===== config.mk =====
export PLATFORM = sky130hd
export DESIGN_NAME = board_renderer
export DESIGN_NICKNAME = d
export VERILOG_FILES = /design/src/rtl/tetris_pkg.sv /design/src/rtl/cell_palette.sv /design/src/rtl/board_renderer.sv
export SDC_FILE = /design/constraint.sdc
export NUM_CORES = 1
export LEC_CHECK = 0
export BUFFER_PORTS_ARGS = -buffer_cell sky130_fd_sc_hd__buf_2
export CORE_ASPECT_RATIO = 1.5
export CORE_MARGIN = 5
export CORE_UTILIZATION = 53
export CTS_BUF_LIST = sky130_fd_sc_hd__clkbuf_8
export CTS_CLUSTER_DIAMETER = 30
export CTS_CLUSTER_SIZE = 28
export DETAILED_ROUTE_END_ITERATION = 6
export GPL_TIMING_DRIVEN = 1
export PLACE_DENSITY = 0.82
export SETUP_SLACK_MARGIN = 0.5
export SLEW_MARGIN = 0
export SYNTH_ARGS = -nofsm -noshare
export SYNTH_HDL_FRONTEND = slang
export SYNTH_SLANG_ARGS = --single-unit

===== constraint.sdc =====
create_clock -name clk -period 2.3 [get_ports clk]
set_input_delay 0.69 -clock clk [delete_from_list [all_inputs] [get_ports clk]]
set_output_delay 0.69 -clock clk [all_outputs]
set_load 0.01 [all_outputs]

===== src/rtl/tetris_pkg.sv =====
// Shared Tetris definitions: board geometry, renderer state encoding and the
// 8-entry colour palette (RRGGBB, 2 bits per channel).
package tetris_pkg;

  localparam int BOARD_COLS = 10;
  localparam int BOARD_ROWS = 20;
  localparam int CELL_PX    = 4;

  typedef enum logic [2:0] {
    ST_IDLE,
    ST_FETCH,
    ST_WAIT,
    ST_DRAW,
    ST_DONE
  } render_state_e;

  // Index 0 is the empty cell and draws black, so a redraw also erases.
  localparam logic [5:0] PALETTE [8] = '{
    6'b000000, 6'b001111, 6'b111100, 6'b110011,
    6'b001100, 6'b110000, 6'b000011, 6'b111000
  };

endpackage


===== src/rtl/cell_palette.sv =====
// Combinational colour-index to RRGGBB lookup, shared by the board and
// preview renderers.
module cell_palette
  import tetris_pkg::*;
(
  input  logic [2:0] idx,
  output logic [5:0] colour
);

  assign colour = PALETTE[idx];

endmodule


===== src/rtl/board_renderer.sv =====
// Redraws the whole 10x20 board onto the VGA adapter, one 4x4 pixel square
// per cell, at a fixed 18 cycles per cell (fetch, wait, 16 plots).
module board_renderer
  import tetris_pkg::*;
#(
  parameter int X_ORIGIN = 60,
  parameter int Y_ORIGIN = 20,
  parameter int CELL_PX  = tetris_pkg::CELL_PX
) (
  input  logic       clk,
  input  logic       reset,
  input  logic       start,
  output logic       busy,
  output logic       done,
  output logic [3:0] cell_col,
  output logic [4:0] cell_row,
  input  logic [2:0] cell_data,
  output logic [7:0] X,
  output logic [6:0] Y,
  output logic [5:0] colour,
  output logic       writeEn
);

  render_state_e state_q, state_d;
  logic [3:0]    col_q, col_d;
  logic [4:0]    row_q, row_d;
  logic [1:0]    px_q, px_d;
  logic [1:0]    py_q, py_d;
  logic [2:0]    idx_q, idx_d;
  logic [5:0]    pal_colour;

  cell_palette u_palette (
    .idx    (idx_q),
    .colour (pal_colour)
  );

  // NOTE: every flop uses <= so all state updates see pre-edge values.
  always_ff @(posedge clk) begin
    if (reset) begin
      state_q <= ST_IDLE;
      col_q   <= '0;
      row_q   <= '0;
      px_q    <= '0;
      py_q    <= '0;
      idx_q   <= '0;
    end else begin
      state_q <= state_d;
      col_q   <= col_d;
      row_q   <= row_d;
      px_q    <= px_d;
      py_q    <= py_d;
      idx_q   <= idx_d;
    end
  end

  logic last_col, last_row, last_px, last_py;
  assign last_col = (col_q == 4'(BOARD_COLS - 1));
  assign last_row = (row_q == 5'(BOARD_ROWS - 1));
  assign last_px  = (px_q == 2'(CELL_PX - 1));
  assign last_py  = (py_q == 2'(CELL_PX - 1));

  // NOTE: defaults first so no path through the case leaves a latch.
  always_comb begin
    state_d = state_q;
    col_d   = col_q;
    row_d   = row_q;
    px_d    = px_q;
    py_d    = py_q;
    idx_d   = idx_q;

    unique case (state_q)
      ST_IDLE: begin
        if (start) begin
          state_d = ST_FETCH;
          col_d   = '0;
          row_d   = '0;
        end
      end
      ST_FETCH: state_d = ST_WAIT;
      ST_WAIT: begin
        idx_d   = cell_data;
        px_d    = '0;
        py_d    = '0;
        state_d = ST_DRAW;
      end
      ST_DRAW: begin
        px_d = px_q + 2'd1;
        if (last_px) py_d = py_q + 2'd1;
        if (last_px && last_py) begin
          if (last_col && last_row) begin
            state_d = ST_DONE;
          end else begin
            state_d = ST_FETCH;
            col_d   = last_col ? 4'd0 : col_q + 4'd1;
            row_d   = last_col ? row_q + 5'd1 : row_q;
          end
        end
      end
      ST_DONE: begin
        // A held start chains straight into the next redraw.
        state_d = start ? ST_FETCH : ST_IDLE;
        col_d   = '0;
        row_d   = '0;
      end
      default: state_d = ST_IDLE;
    endcase
  end

  always_comb begin
    busy     = (state_q != ST_IDLE);
    done     = (state_q == ST_DONE);
    writeEn  = (state_q == ST_DRAW);
    cell_col = col_q;
    cell_row = row_q;
    X        = '0;
    Y        = '0;
    colour   = '0;
    if (state_q == ST_DRAW) begin
      X      = 8'(X_ORIGIN + CELL_PX * int'(col_q) + int'(px_q));
      Y      = 7'(Y_ORIGIN + CELL_PX * int'(row_q) + int'(py_q));
      colour = pal_colour;
    end
  end

endmodule


==> results.sh, run 1 <==
export IMPL_status="finished clean"
export IMPL_ctsHtreeMaxLevel=1
export IMPL_first_global_vias=1312
export IMPL_synth_cells_most_frequent="nor2_1, dfxtp_1, a21oi_1"
export IMPL_synth_edf_count=0
export IMPL_dr_first_iter_drc_count=69
export IMPL_rr_endpoint="cell_col[2]$_SDFFE_PP0P_"
export IMPL_post_dp_hpwl_mm=2.34
export IMPL_hold_viol=0
export IMPL_p_comb_share_pct=23.0
export IMPL_dr_pass1_iters=4
export IMPL_p_seq_share_pct=45.2
export IMPL_seq_area_um2=410
export IMPL_arrival_ns=1.34
export IMPL_required_ns=1.61
export IMPL_hold_start="py_q[1]$_SDFFE_PP0P_"
export IMPL_insertion_delay_ns=0.26
export IMPL_drive_above_1_share_pct=47.9
export IMPL_port_buffers=37
export IMPL_die_x_um=50.0
export IMPL_reg2reg_depth=6
export IMPL_nets=228
export IMPL_path_clk_slew_ns=0.07
export IMPL_clock_skew_ns=0.00180
export IMPL_synth_area_leaders="dfxtp_1, ha_1, nor2_1"
export IMPL_setup_tns_final_ns=0
export IMPL_peakVddDrop_uv=325
export IMPL_fmax_mhz=494
export IMPL_antenna_found_initial=0
export IMPL_p_per_area_nw_per_um2=420
export IMPL_switchingPower_uw=226
export IMPL_yosysTopAreaCell="dfxtp_1"
export IMPL_vias=1429
export IMPL_final_max_slew_viol_count=0
export IMPL_grt_overflow=0
export IMPL_cts_inserted_buffers=3
export IMPL_synth_top_area_share_pct=29.9
export IMPL_syn_cell_area_um2=1270
export IMPL_synth_flop_cell="dfxtp_1"
export IMPL_gp_congestion=0.814
export IMPL_cts_sinks=19
export IMPL_end_kind="output pin"
export IMPL_initial_core_util_pct=56.4
export IMPL_grt_use_total_pct=21.6
export IMPL_num_rows=21
export IMPL_hold_class="reg2reg"
export IMPL_synth_cells=165
export IMPL_ys_seq_area_share_pct=29.9
export IMPL_reg2reg_slack_ns=0.45
export IMPL_vias_per_cell=6.06
export IMPL_leakagePower_nw=0.789
export IMPL_cp_start_kind="flip-flop"
export IMPL_swShare_pct=29.5
export IMPL_crit_fanout=20
export IMPL_post_route_period_util_pct=88.1
export IMPL_cts_path_max_buffers=2
export IMPL_r2r_start="cell_col[0]$_SDFFE_PP0P_"
export IMPL_crit_type="reg2out"
export IMPL_yosysMostFrequentCell="nor2_1"
export IMPL_ys_warn_count=0
export IMPL_min_to="py_q[1]$_SDFFE_PP0P_"
export IMPL_fp_dieH_um=70.0
export IMPL_power_uw=764
export IMPL_ys_async_sr_fraction_pct=0
export IMPL_wire_per_inst_um=17.1
export IMPL_p_int_uw=538
export IMPL_multiInputGateArea_um2=900
export IMPL_fill_cells=136
export IMPL_grt_pass1_wl_mm=6.19
export IMPL_ant_nets=0
export IMPL_synth_nets=179
export IMPL_p_clk_share_pct=31.8
export IMPL_syn_avg_cell_area_um2=7.72
export IMPL_synth_cell_type_count=42
export IMPL_drc=0
export IMPL_whs_path_depth=2
export IMPL_min_period_ns=2.03
export IMPL_ys_ff_latch=19
export IMPL_rsz0062_at_grt="yes"
export IMPL_final_core_util_pct=80.6
export IMPL_ios=39
export IMPL_finalSetupViolCount=0
export IMPL_area_growth_pct=42.9
export IMPL_die_area_um2=3500
export IMPL_finalWirelength_mm=4.05
export IMPL_grt_max_degree=21
export IMPL_fp_coreArea_um2=2260
export IMPL_cts_tree="yes"
export IMPL_maxCapViolCount=0
export IMPL_cts_root_buf="clkbuf_8"
export IMPL_cts_hold_buffers=0
export IMPL_crit_start="state_q[2]$_SDFFE_PP0P_"
export IMPL_diodes=0
## stage by stage
stage / area [µm²] / worst slack, ns / hold WS [ns] / cells
6_report: 1820 / 0.275 / 0.489 / 236
5_1_grt: 1820 / 0.258 / 0.514 / 236
4_1_cts: 1700 / 0.337 / 0.477 / 231
3_5_place_dp: 1440 / 0.311 / 0.468 / 214
3_3_place_gp: 1440 / 0.393 / 0.463 / 214
2_1_floorplan: 1290 / 0.532 / 0.444 / 165
## worst max path at each step
stage | slack [ns] | end | depth (start not counted)
global placement | 0.39 | cell_row[3]$_SDFFE_PP0P_ | 6
CTS | 0.34 | X[6] | 4
finish | 0.27 | X[6] | 4
floorplan | 0.53 | Y[2] | 5
global route | 0.26 | X[6] | 4
detailed placement | 0.31 | cell_row[4]$_SDFFE_PP0P_ | 6
## power groups by stage
stage,Clock (mW),Sequential (mW),Combinational [mW]
floorplan,0,0.352,0.0918
global placement,0,0.358,0.105
detailed placement,0,0.359,0.111
CTS,0.242,0.344,0.147
global route,0.258,0.347,0.193
finish,0.243,0.345,0.175
## sequential cells by signal, summed over array words and instances, names as in the netlist
register  count
cell_col      4
idx_q         3
cell_row      5
px_q          2
py_q          2
state_q       3
## layer usage
metal | part of all wire [%] | up-vias | GRT usage, %
met3 | 7.5 | 18 | 3.62
met1 | 36 | 661 | 25.9
met4 | 5.5 | 0 | 12.2
met5 | 0 | - | 0
li1 | - | 667 | -
met2 | 51 | 83 | 35.1
## cells by family after synthesis
logic type               count (synthesis)  share of synthesized area, %
other                                    1                         0.294
buffers and inverters                   25                          9.92
adder cells (fa/ha/maj)                  8                          7.86
flip-flops                              19                          29.9
AND/OR/NAND/NOR                         67                          28.4
multiplexers                             3                          2.36
XOR/XNOR                                 6                          4.13
AO/OA/AOI/OAI                           36                          17.2
## cell type report
type,instances,area share (%)
well taps,23,1.58
clock inverters,1,0.275
clock buffers,3,2.27
repair buffers,58,21.6
multi-input cells,121,49.4
inverters,11,2.27
flip-flops and latches,19,22.5
## worst max-delay path, stage by stage, from the launching register on
cell      delay, ns
dfxtp_4        0.36
nand3b_1       0.16
buf_6          0.17
a31oi_1        0.18
buf_2          0.18
## cell usage in the layout (no fill, tap or decap), drive strengths merged, types with 2 or more instances in the layout
cell and count:
nor3 2, nor3b 2, ha 8, dfxtp 19, buf 58, xor2 3
and3 5, o21ai 8, nand2 13, inv 11, xnor2 3, a31oi 5
nand3b 2, clkbuf 3, nand3 7, or3 5, a41oi 2, a21oi 14
nor2 20, mux2i 3
## repair_timing
item,in CTS,in global routing
gates resized for setup,37,19
pin swaps,9,7
buffers inserted,13,5
setup endpoints to repair,30,32
Note: power is estimated with default switching activity, not from simulation.
==> inputs of run 2 (changes only) <==
--- a/config.mk
+++ b/config.mk
@@ -6,6 +6,7 @@
 export NUM_CORES = 1
 export LEC_CHECK = 0
 export BUFFER_PORTS_ARGS = -buffer_cell sky130_fd_sc_hd__buf_2
+export CAP_MARGIN = 20
 export CORE_ASPECT_RATIO = 1.5
 export CORE_MARGIN = 5
 export CORE_UTILIZATION = 53
@@ -15,6 +16,7 @@
 export DETAILED_ROUTE_END_ITERATION = 6
 export GPL_TIMING_DRIVEN = 1
 export PLACE_DENSITY = 0.82
+export REMOVE_ABC_BUFFERS = 1
 export SETUP_SLACK_MARGIN = 0.5
 export SLEW_MARGIN = 0
 export SYNTH_ARGS = -nofsm -noshare
==> results.sh, run 2 (synthesized netlist as in run 1, its figures left out) <==
export IMPL_status="finished clean"
export IMPL_wire_per_inst_um=21.7
export IMPL_initial_core_util_pct=56.4
export IMPL_drc=0
export IMPL_required_ns=1.61
export IMPL_cp_start_kind="flip-flop"
export IMPL_antenna_found_initial=0
export IMPL_ctsHtreeMaxLevel=1
export IMPL_fp_dieH_um=70.0
export IMPL_end_kind="output pin"
export IMPL_switchingPower_uw=265
export IMPL_finalSetupViolCount=0
export IMPL_diodes=0
export IMPL_port_buffers=37
export IMPL_relSlewSlack_pct=64.7
export IMPL_p_clk_share_pct=30.1
export IMPL_p_per_area_nw_per_um2=392
export IMPL_cts_path_max_buffers=2
export IMPL_die_x_um=50.0
export IMPL_fill_cells=66
export IMPL_path_clk_slew_ns=0.08
export IMPL_cts_hold_buffers=0
export IMPL_fmax_mhz=491
export IMPL_dp_cells=216
export IMPL_setup_tns_final_ns=0
export IMPL_cts_root_buf="clkbuf_8"
export IMPL_final_max_slew_viol_count=0
export IMPL_dr_pass1_iters=4
export IMPL_swShare_pct=31.7
export IMPL_clock_skew_ns=0.00627
export IMPL_crit_cells=5
export IMPL_path_delay_family="flip-flops"
export IMPL_ant_nets=0
export IMPL_final_cell_mix="buf_2, buf_4, buf_6"
export IMPL_num_rows=21
export IMPL_peakVddDrop_uv=435
export IMPL_crit_slowest_cell="dfxtp_2"
export IMPL_fp_coreArea_um2=2260
export IMPL_grt_use_total_pct=23.2
export IMPL_die_area_um2=3500
export IMPL_cts_tree="yes"
export IMPL_hold_class="reg2reg"
export IMPL_post_route_period_util_pct=88.6
export IMPL_cts_inserted_buffers=3
export IMPL_reg2reg_depth=6
export IMPL_grt_pass1_wl_mm=6.67
export IMPL_ios=39
export IMPL_path_cells="inv_2, ha_4, mux2i_1, nor2_1, buf_2"
export IMPL_crit_type="reg2out"
export IMPL_arrival_ns=1.35
export IMPL_grt_max_degree=15
export IMPL_largest_reg_flops=5
export IMPL_final_area_um2=2130
export IMPL_vias=1634
export IMPL_finalWirelength_mm=5.55
export IMPL_hold_viol=0
export IMPL_grt_overflow=0
export IMPL_insertion_delay_ns=0.27
export IMPL_rsz0062_at_grt="yes"
export IMPL_drive_above_1_share_pct=60.5
export IMPL_leakagePower_nw=0.914
export IMPL_cpPeakStageDelay_ns=0.35
export IMPL_gp_congestion=0.786
export IMPL_crit_buf_inv=2
export IMPL_power_uw=835
export IMPL_dr_first_iter_drc_count=164
export IMPL_tightestPinTransition_ns=0.516
export IMPL_post_dp_hpwl_mm=2.33
export IMPL_area_growth_pct=67.5
export IMPL_final_cells=256
export IMPL_first_global_vias=1403
export IMPL_p_comb_share_pct=28.3
export IMPL_p_seq_share_pct=41.5
export IMPL_nets=248
export IMPL_min_period_ns=2.04
export IMPL_maxCapViolCount=0
export IMPL_vias_per_cell=6.38
export IMPL_whs_path_depth=2
export IMPL_cts_sinks=19
export IMPL_place_area_um2=1440
export IMPL_p_int_uw=571
export IMPL_crit_fanout=2
[run 2: per-stage QoR]
step / util (%) / hold WS (ns) / worst slack [ns]
3_3_place_gp: 63.7 / 0.458 / 0.403
4_1_cts: 80.3 / 0.494 / 0.336
6_report: 94.4 / 0.525 / 0.262
5_1_grt: 94.4 / 0.536 / 0.244
2_1_floorplan: - / 0.438 / 0.256
3_5_place_dp: 63.7 / 0.482 / 0.297
[run 2: what timing repair did]
action,4_1_cts,5_1_grt
setup buffers,23,13
resized for setup,47,50
setup endpoints to repair,30,30
pin swaps,15,13
[run 2: power by group through the flow]
stage | logic (mW) | clock network, mW | registers (mW)
CTS | 0.167 | 0.232 | 0.347
global route | 0.251 | 0.258 | 0.348
floorplan | 0.0676 | 0 | 0.361
global placement | 0.113 | 0 | 0.355
finish | 0.237 | 0.252 | 0.347
detailed placement | 0.118 | 0 | 0.356
[run 2: path summary, 6_finish.rpt]
kind	end	slack, ns	startpoint
setup / recovery	colour[2]	0.26	idx_q[0]$_SDFFE_PP0P_
hold / removal	cell_row[1]$_SDFFE_PP0P_	0.53	cell_row[1]$_SDFFE_PP0P_
setup reg to reg	cell_row[1]$_SDFFE_PP0P_	0.36	state_q[0]$_SDFFE_PP0P_
hold reg to reg	cell_row[1]$_SDFFE_PP0P_	0.53	cell_row[1]$_SDFFE_PP0P_
[run 2: worst register-to-register path, stage by stage, from the launching register on]
cell     delay [ns]
dfxtp_2        0.35
buf_6          0.12
buf_6          0.15
nand3_4        0.14
or4_4          0.59
or3_4          0.40
a21oi_2        0.13
[run 2: final cells by class]
class	count	area [µm²]	area share, %
Clock buffer	3	41.3	1.94
Clock inverter	1	3.75	0.176
Multi-Input combinational cell	121	1010	47.4
Inverter	11	46.3	2.17
Sequential cell	19	413	19.4
Tap cell	23	28.8	1.35
Timing Repair Buffer	78	588	27.6
[run 2: per-layer routing]
| layer | track usage (%) | routed length [µm] | vias up |
|---|---|---|---|
| met5 | 0 | 0 | - |
| met4 | 9.62 | 188 | 0 |
| met3 | 3.19 | 481 | 21 |
| met2 | 40.3 | 2830 | 134 |
| met1 | 27.6 | 2050 | 767 |
| li1 | - | - | 712 |
==> inputs of run 3 (changes only) <==
--- a/config.mk
+++ b/config.mk
@@ -8,7 +8,7 @@
 export BUFFER_PORTS_ARGS = -buffer_cell sky130_fd_sc_hd__buf_2
 export CAP_MARGIN = 20
 export CORE_ASPECT_RATIO = 1.5
-export CORE_MARGIN = 5
+export CORE_MARGIN = 2
 export CORE_UTILIZATION = 53
 export CTS_BUF_LIST = sky130_fd_sc_hd__clkbuf_8
 export CTS_CLUSTER_DIAMETER = 30
==> results.sh, run 3 (synthesized netlist as in run 1, its figures left out) <==
export IMPL_cts_root_buf="clkbuf_8"
export IMPL_hold_class="reg2reg"
export IMPL_final_area_um2=1940
export IMPL_drc=0
export IMPL_whs_path_depth=2
export IMPL_die_area_um2=2820
export IMPL_setup_ws_ns=0.176
export IMPL_hold_viol=0
export IMPL_dr_first_iter_drc_count=54
export IMPL_cts_tree="yes"
export IMPL_cts_sinks=19
export IMPL_wire_per_inst_um=18.1
export IMPL_insertion_delay_ns=0.26
export IMPL_min_period_ns=2.12
export IMPL_peakVddDrop_uv=387
export IMPL_finalSetupViolCount=0
export IMPL_min_to="idx_q[1]$_SDFFE_PP0P_"
export IMPL_crit_buf_inv=2
export IMPL_status="finished clean"
export IMPL_drive_above_1_share_pct=51.8
export IMPL_cts_inserted_buffers=3
export IMPL_rsz0062_at_grt="yes"
export IMPL_place_area_um2=1430
export IMPL_required_ns=1.61
export IMPL_first_global_vias=1346
export IMPL_post_dp_hpwl_mm=2.14
export IMPL_fmax_mhz=471
export IMPL_antenna_found_initial=0
export IMPL_area_growth_pct=52.0
export IMPL_r2r_start="py_q[0]$_SDFFE_PP0P_"
export IMPL_cp_start_kind="flip-flop"
export IMPL_ctsHtreeMaxLevel=1
export IMPL_ios=39
export IMPL_p_per_area_nw_per_um2=400
export IMPL_initial_core_util_pct=56.4
export IMPL_cpPeakStageDelay_ns=0.37
export IMPL_crit_fanout=12
export IMPL_hold_start="idx_q[1]$_SDFFE_PP0P_"
export IMPL_cts_path_max_buffers=2
export IMPL_post_route_period_util_pct=92.4
export IMPL_final_cell_mix="buf_2, buf_4, nor2_1"
export IMPL_setup_tns_final_ns=0
export IMPL_arrival_ns=1.43
export IMPL_vias_per_cell=6.15
export IMPL_largest_reg_flops=5
export IMPL_fill_cells=126
export IMPL_fp_coreArea_um2=2260
export IMPL_grt_pass1_wl_mm=6.10
export IMPL_grt_overflow=0
export IMPL_leakagePower_nw=0.841
export IMPL_place_ws_ns=0.262
export IMPL_ant_nets=0
export IMPL_final_max_slew_viol_count=0
export IMPL_port_buffers=37
export IMPL_gp_congestion=0.835
export IMPL_fp_dieH_um=64.0
export IMPL_dr_pass1_iters=4
export IMPL_end_kind="output pin"
export IMPL_reg2reg_slack_ns=0.40
export IMPL_crit_slowest_cell="dfxtp_4"
export IMPL_crit_type="reg2out"
export IMPL_vias=1507
export IMPL_nets=237
export IMPL_path_delay_family="simple AND/OR/NAND/NOR gates"
export IMPL_clock_skew_ns=0.00678
export IMPL_finalWirelength_mm=4.43
export IMPL_num_rows=21
export IMPL_cts_hold_buffers=0
export IMPL_rr_endpoint="cell_row[1]$_SDFFE_PP0P_"
export IMPL_die_x_um=44.0
export IMPL_grt_max_degree=15
export IMPL_path_clk_slew_ns=0.08
export IMPL_final_common_cell="buf_2"
export IMPL_grt_use_total_pct=28.7
export IMPL_reg2reg_depth=5
export IMPL_path_cells="nand3b_1, buf_6, nor2_1, buf_2"
export IMPL_diodes=0
export IMPL_maxCapViolCount=0
## run 3: worst max path at each step
| stage | startpoint | to | slack [ns] | depth (start not counted) |
|---|---|---|---|---|
| after floorplan | state_q[0]$_SDFFE_PP0P_ | colour[0] | 0.26 | 2 |
| final | state_q[2]$_SDFFE_PP0P_ | Y[6] | 0.18 | 4 |
| after global placement | state_q[1]$_SDFFE_PP0P_ | colour[0] | 0.33 | 4 |
| after CTS | state_q[2]$_SDFFE_PP0P_ | X[6] | 0.32 | 4 |
| after global routing | state_q[2]$_SDFFE_PP0P_ | colour[0] | 0.16 | 4 |
| after detailed placement | state_q[1]$_SDFFE_PP0P_ | colour[1] | 0.26 | 4 |
## run 3: per-stage QoR
stage	power, mW	cells	utilization (%)	hold WS, ns
CTS	0.722	239	76.4	0.485
global route	0.804	245	85.7	0.555
floorplan	0.428	151	-	0.438
detailed placement	0.470	215	63.4	0.477
global placement	0.465	215	63.4	0.458
finish	0.774	245	85.7	0.501
## run 3: where the power goes
group / leakage [nW] / total [mW] / internal (mW) / switching, mW
clock network: 0.0269 / 0.240 / 0.119 / 0.121
registers: 0.162 / 0.349 / 0.334 / 0.0141
logic: 0.652 / 0.185 / 0.0884 / 0.0969
## run 3: final cells by class
| type | count | area, µm² | area share, % |
|---|---|---|---|
| repair buffers | 67 | 477 | 24.6 |
| clock buffers | 3 | 41.3 | 2.13 |
| clock inverters | 1 | 3.75 | 0.194 |
| multi-input cells | 121 | 932 | 48.2 |
| inverters | 11 | 41.3 | 2.13 |
| flip-flops and latches | 19 | 412 | 21.3 |
| well taps | 23 | 28.8 | 1.49 |
## run 3: worst min-delay path, delay by kind of cell (launching register included)
family,cells,cell delay (ns)
flip-flops,1,0.34
AO/OA/AOI/OAI,2,0.13
## run 3: timing repair
item / CTS / global route
buffers inserted: 20 / 6
resized for setup: 35 / 33
pin swaps: 9 / 8
setup endpoints to repair: 30 / 32
## run 3: routing by layer
metal | GRT usage, % | routed length, µm
met1 | 30.8 | 1570
met2 | 49.4 | 2370
met3 | 3.67 | 293
met4 | 19.7 | 201
met5 | 0 | 0
